## src/rtl/axi_rd_arbiter_2to1_if.sv

```systemverilog
// axi_rd_arbiter_2to1_if: AXI read address and read data channel bundle
interface axi_rd_arbiter_2to1_if #(
   parameter int DATA_WIDTH = 32,
   parameter int ADDR_WIDTH = 32,
   parameter int ID_WIDTH   = 4
);
   logic [ADDR_WIDTH-1:0] ARADDR;
   logic [3:0]            ARLEN;
   logic [2:0]            ARSIZE;
   logic [1:0]            ARBURST;
   logic [ID_WIDTH-1:0]   ARID;
   logic                  ARVALID;
   logic                  ARREADY;
   logic [DATA_WIDTH-1:0] RDATA;
   logic [1:0]            RRESP;
   logic [ID_WIDTH-1:0]   RID;
   logic                  RLAST;
   logic                  RVALID;
   logic                  RREADY;
   modport master (
      output ARADDR, ARLEN, ARSIZE, ARBURST, ARID, ARVALID, RREADY,
      input  ARREADY, RDATA, RRESP, RID, RLAST, RVALID
   );
   modport slave (
      input  ARADDR, ARLEN, ARSIZE, ARBURST, ARID, ARVALID, RREADY,
      output ARREADY, RDATA, RRESP, RID, RLAST, RVALID
   );
endinterface

```

## src/rtl/axi_rd_arbiter_2to1.sv

```systemverilog
// axi_rd_arbiter_2to1: round-robin 2:1 AXI read port sharing with burst length and RID checks
module axi_rd_arbiter_2to1 #(
   parameter int DATA_WIDTH = 32,
   parameter int ADDR_WIDTH = 32,
   parameter int ID_WIDTH   = 4
) (
   input  logic                  ACLK,
   input  logic                  ARESETn,
   axi_rd_arbiter_2to1_if.slave  s0,
   axi_rd_arbiter_2to1_if.slave  s1,
   axi_rd_arbiter_2to1_if.master m,
   output logic                  gnt,
   output logic                  busy,
   output logic                  err_len,
   output logic                  err_rid
);
   typedef enum logic [1:0] {IDLE, ADDR, DATA} state_t;
   state_t                state_q, state_d;
   logic                  gnt_q, gnt_d, last_gnt_q, last_gnt_d;
   logic                  err_len_q, err_len_d, err_rid_q, err_rid_d;
   logic [3:0]            len_q, len_d, cnt_q, cnt_d;
   logic [ID_WIDTH-1:0]   id_q, id_d;
   logic [ADDR_WIDTH-1:0] araddr;
   logic [DATA_WIDTH-1:0] rdata;
   logic                  win, r_hs;
   assign win  = (s0.ARVALID & s1.ARVALID) ? ~last_gnt_q : s1.ARVALID;
   assign r_hs = m.RVALID & m.RREADY;
   // state and burst bookkeeping registers; last_gnt resets to 1 so s0 wins the first tie
   always_ff @(posedge ACLK or negedge ARESETn) begin
      if (!ARESETn) begin
         state_q    <= IDLE;
         gnt_q      <= 1'b0;
         last_gnt_q <= 1'b1;
         len_q      <= '0;
         id_q       <= '0;
         cnt_q      <= '0;
         err_len_q  <= 1'b0;
         err_rid_q  <= 1'b0;
      end else begin
         state_q    <= state_d;
         gnt_q      <= gnt_d;
         last_gnt_q <= last_gnt_d;
         len_q      <= len_d;
         id_q       <= id_d;
         cnt_q      <= cnt_d;
         err_len_q  <= err_len_d;
         err_rid_q  <= err_rid_d;
      end
   end
   // arbitration in IDLE, AR hand-off in ADDR, beat counting and checks in DATA
   always_comb begin
      state_d    = state_q;
      gnt_d      = gnt_q;
      last_gnt_d = last_gnt_q;
      len_d      = len_q;
      id_d       = id_q;
      cnt_d      = cnt_q;
      err_len_d  = 1'b0;
      err_rid_d  = 1'b0;
      case (state_q)
         IDLE: if (s0.ARVALID | s1.ARVALID) begin
            gnt_d   = win;
            len_d   = win ? s1.ARLEN : s0.ARLEN;
            id_d    = win ? s1.ARID : s0.ARID;
            cnt_d   = '0;
            state_d = ADDR;
         end
         ADDR: if (m.ARVALID & m.ARREADY) state_d = DATA;
         DATA: if (r_hs) begin
            cnt_d     = cnt_q + 4'd1;
            err_rid_d = m.RID != id_q;
            if (m.RLAST) begin
               err_len_d  = cnt_q != len_q;
               last_gnt_d = gnt_q;
               state_d    = IDLE;
            end
         end
         default: state_d = IDLE;
      endcase
   end
   assign araddr    = gnt_q ? s1.ARADDR : s0.ARADDR;
   assign m.ARADDR  = araddr;
   assign m.ARLEN   = gnt_q ? s1.ARLEN : s0.ARLEN;
   assign m.ARSIZE  = gnt_q ? s1.ARSIZE : s0.ARSIZE;
   assign m.ARBURST = gnt_q ? s1.ARBURST : s0.ARBURST;
   assign m.ARID    = gnt_q ? s1.ARID : s0.ARID;
   assign m.ARVALID = (state_q == ADDR) & (gnt_q ? s1.ARVALID : s0.ARVALID);
   assign s0.ARREADY = (state_q == ADDR) & ~gnt_q & m.ARREADY;
   assign s1.ARREADY = (state_q == ADDR) & gnt_q & m.ARREADY;
   assign rdata     = m.RDATA;
   assign s0.RDATA  = rdata;
   assign s1.RDATA  = rdata;
   assign s0.RRESP  = m.RRESP;
   assign s1.RRESP  = m.RRESP;
   assign s0.RID    = m.RID;
   assign s1.RID    = m.RID;
   assign s0.RLAST  = m.RLAST;
   assign s1.RLAST  = m.RLAST;
   assign s0.RVALID = (state_q == DATA) & ~gnt_q & m.RVALID;
   assign s1.RVALID = (state_q == DATA) & gnt_q & m.RVALID;
   assign m.RREADY  = (state_q == DATA) & (gnt_q ? s1.RREADY : s0.RREADY);
   assign gnt     = gnt_q;
   assign busy    = state_q != IDLE;
   assign err_len = err_len_q;
   assign err_rid = err_rid_q;
endmodule

```

## src/flat_wrapper.sv

```systemverilog
// flat-port wrapper written by rule: the top's interface ports become plain ports
module axi_rd_arbiter_2to1_flat 
#(
   parameter int DATA_WIDTH = 32,
   parameter int ADDR_WIDTH = 32,
   parameter int ID_WIDTH   = 4
)
  (ACLK, ARESETn, gnt, busy, err_len, err_rid, s0_ARADDR, s0_ARLEN, s0_ARSIZE, s0_ARBURST, s0_ARID, s0_ARVALID, s0_RREADY, s0_ARREADY, s0_RDATA, s0_RRESP, s0_RID, s0_RLAST, s0_RVALID, s1_ARADDR, s1_ARLEN, s1_ARSIZE, s1_ARBURST, s1_ARID, s1_ARVALID, s1_RREADY, s1_ARREADY, s1_RDATA, s1_RRESP, s1_RID, s1_RLAST, s1_RVALID, m_ARADDR, m_ARLEN, m_ARSIZE, m_ARBURST, m_ARID, m_ARVALID, m_RREADY, m_ARREADY, m_RDATA, m_RRESP, m_RID, m_RLAST, m_RVALID);
  axi_rd_arbiter_2to1_if #(.DATA_WIDTH(DATA_WIDTH), .ADDR_WIDTH(ADDR_WIDTH), .ID_WIDTH(ID_WIDTH)) s0_i ();
  axi_rd_arbiter_2to1_if #(.DATA_WIDTH(DATA_WIDTH), .ADDR_WIDTH(ADDR_WIDTH), .ID_WIDTH(ID_WIDTH)) s1_i ();
  axi_rd_arbiter_2to1_if #(.DATA_WIDTH(DATA_WIDTH), .ADDR_WIDTH(ADDR_WIDTH), .ID_WIDTH(ID_WIDTH)) m_i ();
  input  logic ACLK;
  input  logic ARESETn;
  output logic gnt;
  output logic busy;
  output logic err_len;
  output logic err_rid;
  input wire logic [$bits(s0_i.ARADDR)-1:0] s0_ARADDR;
  input wire logic [$bits(s0_i.ARLEN)-1:0] s0_ARLEN;
  input wire logic [$bits(s0_i.ARSIZE)-1:0] s0_ARSIZE;
  input wire logic [$bits(s0_i.ARBURST)-1:0] s0_ARBURST;
  input wire logic [$bits(s0_i.ARID)-1:0] s0_ARID;
  input wire logic [$bits(s0_i.ARVALID)-1:0] s0_ARVALID;
  input wire logic [$bits(s0_i.RREADY)-1:0] s0_RREADY;
  output wire logic [$bits(s0_i.ARREADY)-1:0] s0_ARREADY;
  output wire logic [$bits(s0_i.RDATA)-1:0] s0_RDATA;
  output wire logic [$bits(s0_i.RRESP)-1:0] s0_RRESP;
  output wire logic [$bits(s0_i.RID)-1:0] s0_RID;
  output wire logic [$bits(s0_i.RLAST)-1:0] s0_RLAST;
  output wire logic [$bits(s0_i.RVALID)-1:0] s0_RVALID;
  input wire logic [$bits(s1_i.ARADDR)-1:0] s1_ARADDR;
  input wire logic [$bits(s1_i.ARLEN)-1:0] s1_ARLEN;
  input wire logic [$bits(s1_i.ARSIZE)-1:0] s1_ARSIZE;
  input wire logic [$bits(s1_i.ARBURST)-1:0] s1_ARBURST;
  input wire logic [$bits(s1_i.ARID)-1:0] s1_ARID;
  input wire logic [$bits(s1_i.ARVALID)-1:0] s1_ARVALID;
  input wire logic [$bits(s1_i.RREADY)-1:0] s1_RREADY;
  output wire logic [$bits(s1_i.ARREADY)-1:0] s1_ARREADY;
  output wire logic [$bits(s1_i.RDATA)-1:0] s1_RDATA;
  output wire logic [$bits(s1_i.RRESP)-1:0] s1_RRESP;
  output wire logic [$bits(s1_i.RID)-1:0] s1_RID;
  output wire logic [$bits(s1_i.RLAST)-1:0] s1_RLAST;
  output wire logic [$bits(s1_i.RVALID)-1:0] s1_RVALID;
  output wire logic [$bits(m_i.ARADDR)-1:0] m_ARADDR;
  output wire logic [$bits(m_i.ARLEN)-1:0] m_ARLEN;
  output wire logic [$bits(m_i.ARSIZE)-1:0] m_ARSIZE;
  output wire logic [$bits(m_i.ARBURST)-1:0] m_ARBURST;
  output wire logic [$bits(m_i.ARID)-1:0] m_ARID;
  output wire logic [$bits(m_i.ARVALID)-1:0] m_ARVALID;
  output wire logic [$bits(m_i.RREADY)-1:0] m_RREADY;
  input wire logic [$bits(m_i.ARREADY)-1:0] m_ARREADY;
  input wire logic [$bits(m_i.RDATA)-1:0] m_RDATA;
  input wire logic [$bits(m_i.RRESP)-1:0] m_RRESP;
  input wire logic [$bits(m_i.RID)-1:0] m_RID;
  input wire logic [$bits(m_i.RLAST)-1:0] m_RLAST;
  input wire logic [$bits(m_i.RVALID)-1:0] m_RVALID;
  assign s0_i.ARADDR = s0_ARADDR;
  assign s0_i.ARLEN = s0_ARLEN;
  assign s0_i.ARSIZE = s0_ARSIZE;
  assign s0_i.ARBURST = s0_ARBURST;
  assign s0_i.ARID = s0_ARID;
  assign s0_i.ARVALID = s0_ARVALID;
  assign s0_i.RREADY = s0_RREADY;
  assign s0_ARREADY = s0_i.ARREADY;
  assign s0_RDATA = s0_i.RDATA;
  assign s0_RRESP = s0_i.RRESP;
  assign s0_RID = s0_i.RID;
  assign s0_RLAST = s0_i.RLAST;
  assign s0_RVALID = s0_i.RVALID;
  assign s1_i.ARADDR = s1_ARADDR;
  assign s1_i.ARLEN = s1_ARLEN;
  assign s1_i.ARSIZE = s1_ARSIZE;
  assign s1_i.ARBURST = s1_ARBURST;
  assign s1_i.ARID = s1_ARID;
  assign s1_i.ARVALID = s1_ARVALID;
  assign s1_i.RREADY = s1_RREADY;
  assign s1_ARREADY = s1_i.ARREADY;
  assign s1_RDATA = s1_i.RDATA;
  assign s1_RRESP = s1_i.RRESP;
  assign s1_RID = s1_i.RID;
  assign s1_RLAST = s1_i.RLAST;
  assign s1_RVALID = s1_i.RVALID;
  assign m_ARADDR = m_i.ARADDR;
  assign m_ARLEN = m_i.ARLEN;
  assign m_ARSIZE = m_i.ARSIZE;
  assign m_ARBURST = m_i.ARBURST;
  assign m_ARID = m_i.ARID;
  assign m_ARVALID = m_i.ARVALID;
  assign m_RREADY = m_i.RREADY;
  assign m_i.ARREADY = m_ARREADY;
  assign m_i.RDATA = m_RDATA;
  assign m_i.RRESP = m_RRESP;
  assign m_i.RID = m_RID;
  assign m_i.RLAST = m_RLAST;
  assign m_i.RVALID = m_RVALID;
  axi_rd_arbiter_2to1 #(.DATA_WIDTH(DATA_WIDTH), .ADDR_WIDTH(ADDR_WIDTH), .ID_WIDTH(ID_WIDTH)) u_core (.ACLK(ACLK), .ARESETn(ARESETn), .s0(s0_i), .s1(s1_i), .m(m_i), .gnt(gnt), .busy(busy), .err_len(err_len), .err_rid(err_rid));
endmodule
```

## config.mk

```make
export PLATFORM = sky130hd
export DESIGN_NAME = axi_rd_arbiter_2to1_flat
export DESIGN_NICKNAME = d
export VERILOG_FILES = /design/src/rtl/axi_rd_arbiter_2to1_if.sv /design/src/rtl/axi_rd_arbiter_2to1.sv /design/src/flat_wrapper.sv
export SDC_FILE = /design/constraint.sdc
export NUM_CORES = 1
export LEC_CHECK = 0
export CAP_MARGIN = 20
export CORE_AREA = 2 2 105 107
export CTS_BUF_LIST = sky130_fd_sc_hd__clkbuf_8 sky130_fd_sc_hd__clkbuf_16
export DETAILED_ROUTE_END_ITERATION = 7
export DIE_AREA = 0 0 107 109
export PLACE_DENSITY = 0.7
export SLEW_MARGIN = 20
export SYNTH_ARGS = -nofsm -noshare
export SYNTH_HDL_FRONTEND = slang
export SYNTH_SLANG_ARGS = --single-unit
```

## constraint.sdc

```tcl
create_clock -name ACLK -period 2.2 [get_ports ACLK]
set_input_delay 0.44 -clock ACLK [delete_from_list [all_inputs] [get_ports ACLK]]
set_output_delay 0.44 -clock ACLK [all_outputs]
set_load 0.02 [all_outputs]
```

==> results of run 1 <==
==> logic make-up (layout without fill, tap and decap cells) <==
kind of cell | count (synthesis) | count (layout) | share of synthesized area
buffers and inverters | 92 | 192 | 0.2982
muxes | 65 | 65 | 0.3390
and+or+nand+nor | 23 | 23 | 0.06067
AOI/OAI and AO/OA | 18 | 18 | 0.06009
DFF | 18 | 18 | 0.2047
xor gates and xnor gates | 8 | 8 | 0.03174
adders and majority gates | 1 | 1 | 0.005668
==> cells in the final DEF, fill, tap and decap left out, drive strengths merged, types with 2 or more instances in the layout <==
cell type	n
mux2i	2
nand2	5
nor3	2
xnor2	4
mux2	63
inv	4
dfrtp	17
a31oi	4
xor2	4
buf	18
nand4	2
nor2	7
clkbuf	4
dlygate4sd2	50
clkdlybuf4s50	116
o21ai	6
o211ai	2
==> metrics by stage <==
stage	setup TNS (ns)	std cells	hold slack, ns	utilization
6_report	0	465	0.5262	0.3364
5_1_grt	0	465	0.5518	0.3364
4_1_cts	0	465	0.5274	0.3364
3_5_place_dp	-0.1764	459	0.5174	0.3346
3_3_place_gp	-0.1588	459	0.5046	0.3346
2_1_floorplan	0	225	0.1444	-
==> metal layers <==
layer	global-route usage	share of wire
met1	0.1173	0.36
met2	0.2257	0.51
met3	0.03347	0.11
met4	0.04453	0.023
met5	0	0
==> worst max-delay path by stage <==
stage,to,slack (ns),cells after the start,from
after floorplan,m_ARVALID,0.25,4,u_core.gnt
after global placement,m_ARVALID,-0.09,4,s1_ARVALID
after detailed placement,m_ARVALID,-0.09,4,s0_ARVALID
after CTS,m_RREADY,0.09,4,u_core.gnt
after global routing,m_ARADDR[21],0.04,3,u_core.gnt
final,m_RREADY,0.11,4,u_core.gnt
==> what timing repair did <==
item / in CTS / in global routing
buffers inserted: 2 / 0
endpoints found under the setup margin: 49 / 0
gates resized for setup: 50 / 0
==> power groups by stage <==
stage	Clock, W	Sequential [W]	Combinational [W]
after floorplan	0	0.000547	0.00159
after global placement	0	0.000627	0.00236
after detailed placement	0	0.000628	0.00238
after CTS	0.000287	0.000609	0.00225
after global routing	0.000308	0.000627	0.00236
final	0.000272	0.000604	0.00221
==> sequential cells by signal (all words and copies together) (netlist names) <==
register           count
u_core.cnt_q           4
u_core.id_q            4
u_core.len_q           4
u_core.state_q         2
u_core.err_len         1
u_core.err_rid         1
u_core.gnt             1
u_core.last_gnt_q      1
==> worst max-delay path, delay by kind of cell (launching register included) <==
family        cells  cell delay [ns]
flops             1             0.49
buf+inv           2             0.47
mux               1             0.30
simple gates      1             0.14
==> final cells by class <==
cell class / instances / area, um^2
flip-flops and latches: 18 / 452.9
repair buffers: 184 / 1772
clock buffers: 4 / 55.05
fillers: 1109 / 7036
inverters: 4 / 15.01
multi-input cells: 115 / 1097
well taps: 140 / 175.2
==> impl_metrics.json, run 1 <==
{
  "clock_path_buffers": 2,
  "cp_cell_sequence": "buf_12 > mux2_4 > and2_1 > dlygate4sd2_1",
  "synthArstFlopShare": 1.000,
  "pwr-share-clk": 0.088,
  "grt_pass1_vias": 2087,
  "fmax_mhz": 477.9,
  "wirelength_um": 7195,
  "fp.dieW_um": 107,
  "p_sw_frac": 0.4138,
  "grt_usage": 0.1164,
  "timing_hold_violations_final": 0,
  "synth_ff_type": "dfrtp_1",
  "r2r_cells": 5,
  "min_period_over_period": 0.9511,
  "cts_made_buffers": 3,
  "cts_root_buf": "clkbuf_8",
  "fin_nets": 464,
  "htreeDepth": 1,
  "slowest_stage": "dfrtp_2",
  "seq_power_share": 0.196,
  "dp_hpwl_um": 6085,
  "required_ns": 1.76,
  "fp.dieArea_mm2": 0.01166,
  "r2r-end": "u_core.last_gnt_q",
  "slowest_delay_ns": 0.49,
  "grt_overflow_total": 0,
  "min_period_ns": 2.092,
  "cts_hold_buf": 0,
  "drv_cap": 0,
  "status": "finished clean",
  "hold_path_class": "in2async",
  "grt_pass1_wl_um": 10560,
  "antenna_left": 0,
  "setup_viol": 0,
  "yosysMostFrequentCell": "buf_4",
  "worst_setup_path_start_kind": "flip-flop",
  "path_clk_slew_ns": 0.07,
  "yosysSeqAreaShare": 0.2046,
  "power.leakage_nw": 1.474,
  "drt_iter0_drc": 32,
  "synth_edf_count": 0,
  "via_per_inst": 4.114,
  "netlist_top_cells_count": "buf_4, mux2_2, dfrtp_1",
  "finalPower_w": 0.003084,
  "core-area_mm2": 0.01060,
  "avgSynthCellArea_um2": 9.809,
  "vias": 1913,
  "ys_ff_latch": 18,
  "r2r_start": "u_core.gnt",
  "finalClockSkew_ns": 0.001217,
  "rsz0062_at_grt": "no",
  "dpl-instance-area_mm2": 0.003547,
  "netSwitchingPower_w": 0.001276,
  "syn_inst": 225,
  "syn-num-nets": 363,
  "maxSlewHeadroom": 0.7011,
  "num_io_pins": 270,
  "fin_area_mm2": 0.003567,
  "reg2reg_slack_ns": 0.63,
  "rows": 38,
  "cp.arrival_ns": 1.65,
  "drc": 0,
  "critPathKind": "reg2out",
  "diodes": 0,
  "die_h_um": 109,
  "peakVddDrop_v": 0.0003334,
  "slew_viol_final": 0,
  "cp_max_fo": 4,
  "crit_path_end_kind": "output pin",
  "portBuffers": 167,
  "gp_congestion": 0.6969,
  "drive_gt1_frac": 0.2800,
  "internal_power_w": 0.001808,
  "synth_top_cell_area_share": 0.2959,
  "yosys_warnings": 0,
  "grt_max_degree": 28,
  "p_comb_frac": 0.716,
  "antenna_found_initial": 0,
  "cts_tree": "done",
  "area_growth_pct": 61.62,
  "wl_per_cell_um": 15.47,
  "clock_latency_ns": 0.25,
  "ys_types": 33,
  "fin_ws_ns": 0.1077,
  "dp_slack_ns": -0.09357,
  "cts.sinks": 18,
  "syn_area_mm2": 0.002207,
  "synthTopCellsByArea": "mux2_2, buf_4, dfrtp_1, mux2_4, xnor2_1",
  "max_slew.worst_pin.slew_ns": 0.4358,
  "initial_utilization": 0.2082,
  "powerDensity_mw_per_mm2": 864.6,
  "first_pass_iters": 4,
  "synth_top_cell_by_area": "mux2_2"
}
Note: power is estimated with default switching activity, not from simulation.
==> run 2: changes to the inputs <==
- SETUP_SLACK_MARGIN: not set -> 0.2
==> run 2 against run 1 <==
  * Die area stayed put
  * Register-to-register slack got worse by 0.10 ns
  * Clock skew barely moved
  * Clock-buffer cell count unchanged
  * Critical path type unchanged
  * Clock power barely moved
  * Highest routed layer unchanged
  * Critical path depth increased by 2
  * Largest power group unchanged
  * Sequential share of layout area shrank 0.45 points
  * First-iteration DRC count up 44%
  * Utilization rose by 1.3 points
  * Via count rose by 3.3%
==> impl_metrics.json, run 2 (same netlist as run 1, synthesis figures left out) <==
{
  "power.leakage_nw": 1.578,
  "rows": 38,
  "grt_max_degree": 19,
  "cts.sinks": 18,
  "num_io_pins": 270,
  "clock_latency_ns": 0.25,
  "hold_path_class": "in2async",
  "fin_nets": 475,
  "grt_pass1_wl_um": 10890,
  "area_growth_pct": 68.03,
  "finalPower_w": 0.003546,
  "cp_cell_sequence": "buf_6 > buf_6 > buf_6 > clkbuf_16 > mux2_2 > buf_6",
  "antenna_found_initial": 0,
  "drive_gt1_frac": 0.4375,
  "slew_viol_final": 0,
  "fin_ws_ns": 0.1232,
  "peakVddDrop_v": 0.0004244,
  "slowest_stage": "dfrtp_2",
  "die_h_um": 109,
  "initial_utilization": 0.2082,
  "timing_hold_violations_final": 0,
  "final_util": 0.3498,
  "dpl-instance-area_mm2": 0.003547,
  "wirelength_um": 7556,
  "fp.dieArea_mm2": 0.01166,
  "drv_cap": 0,
  "cts_made_buffers": 3,
  "cts_tree": "done",
  "clock_path_buffers": 2,
  "slowest_delay_ns": 0.46,
  "drt_iter0_drc": 46,
  "wl_per_cell_um": 15.87,
  "grt_usage": 0.1205,
  "maxSlewHeadroom": 0.6800,
  "cp.arrival_ns": 1.64,
  "layout_common_cells": "clkdlybuf4s50_1, mux2_2, buf_6",
  "cp_max_fo": 6,
  "diodes": 0,
  "required_ns": 1.76,
  "r2r_cells": 6,
  "cts_root_buf": "clkbuf_8",
  "portBuffers": 167,
  "fin_area_mm2": 0.003709,
  "dp_hpwl_um": 6085,
  "grt_pass1_vias": 2144,
  "htreeDepth": 1,
  "finalClockSkew_ns": 0.0009059,
  "powerDensity_mw_per_mm2": 956.3,
  "crit_path_end_kind": "output pin",
  "min_period_over_period": 0.9440,
  "rsz0062_at_grt": "yes",
  "fmax_mhz": 481.5,
  "setup_viol": 0,
  "gp_congestion": 0.6969,
  "reg_top3": "u_core.cnt_q x4, u_core.id_q x4, u_core.len_q x4",
  "worst_setup_path_start_kind": "flip-flop",
  "drc": 0,
  "tns_ns": 0,
  "max_slew.worst_pin.slew_ns": 0.4667,
  "via_per_inst": 4.153,
  "final_common_cell": "clkdlybuf4s50_1",
  "core-area_mm2": 0.01060,
  "first_pass_iters": 4,
  "grt_overflow_total": 0,
  "min_period_ns": 2.077,
  "cts_hold_buf": 0,
  "dp_slack_ns": -0.09357,
  "cpMostUsedCell": "buf_6",
  "critPathKind": "reg2out",
  "fp.dieW_um": 107,
  "antenna_left": 0,
  "path_clk_slew_ns": 0.07,
  "vias": 1977,
  "status": "finished clean"
}
## run 2: changes by cell type in the layout (fill, tap and decap cells not counted), moves of 2 or more
cell             before  now
buf_2                 0   13
buf_4                15   18
clkdlybuf4s50_1     116  104
clkbuf_2              0    7
dlymetal6s2s_1        0    3
dlygate4sd2_1        50   16
buf_8                 0    2
buf_6                 0   26
## run 2: final cells by class
type | count | area (um^2)
tap | 140 | 175.2
clock buffer | 4 | 55.05
multi-input combinational | 115 | 1100
fill | 1089 | 6894
inverter | 4 | 15.01
timing repair buffer | 195 | 1909
sequential | 18 | 454.2
## run 2: critical path, delay by kind of cell, from the launching register on
| family | cells | cell delay [ns] |
|---|---|---|
| mux | 1 | 0.28 |
| flops | 1 | 0.46 |
| buf+inv | 5 | 0.63 |
## run 2: through the flow
step                hold slack (ns)  cells
floorplan                    0.1444    225
global placement             0.5046    459
detailed placement           0.5174    459
CTS                          0.5274    473
global route                 0.5518    476
finish                       0.5304    476
## run 2: path summary, 6_finish.rpt
check / startpoint / slack [ns] / end
worst max-delay path: u_core.gnt / 0.12 / m_ARADDR[31]
worst min-delay path: ARESETn / 0.53 / u_core.cnt_q[0]
worst max register to register: u_core.gnt / 0.53 / u_core.last_gnt_q
worst min register to register: u_core.cnt_q[3] / 0.53 / u_core.cnt_q[3]
max in group asynchronous: ARESETn / 1.41 / u_core.last_gnt_q
min in group ACLK: u_core.cnt_q[3] / 0.53 / u_core.cnt_q[3]
## run 2: power breakdown
part           switching [W]  total (W)  internal, W  leakage [nW]
sequential          0.000142   0.000602     0.000460         0.221
combinational        0.00114    0.00267      0.00153          1.33
clock               0.000114   0.000273     0.000159        0.0288
total                0.00140    0.00355      0.00215          1.58
## run 2: metal layers
metal | track usage | vias to the layer above | wire length [um]
met1 | 0.1187 | 903 | 2655
met4 | 0.04453 | 0 | 163
li1 | - | 916 | -
met2 | 0.2379 | 138 | 3949
met3 | 0.03407 | 20 | 786
met5 | 0 | - | 0
## run 2: repair_timing
| item | CTS | global route |
|---|---|---|
| gates resized for setup | 168 | 74 |
| cloned | 1 | 1 |
| endpoints found under the setup margin | 60 | 40 |
| setup buffers | 9 | 2 |
| pin swaps | 0 | 0 |
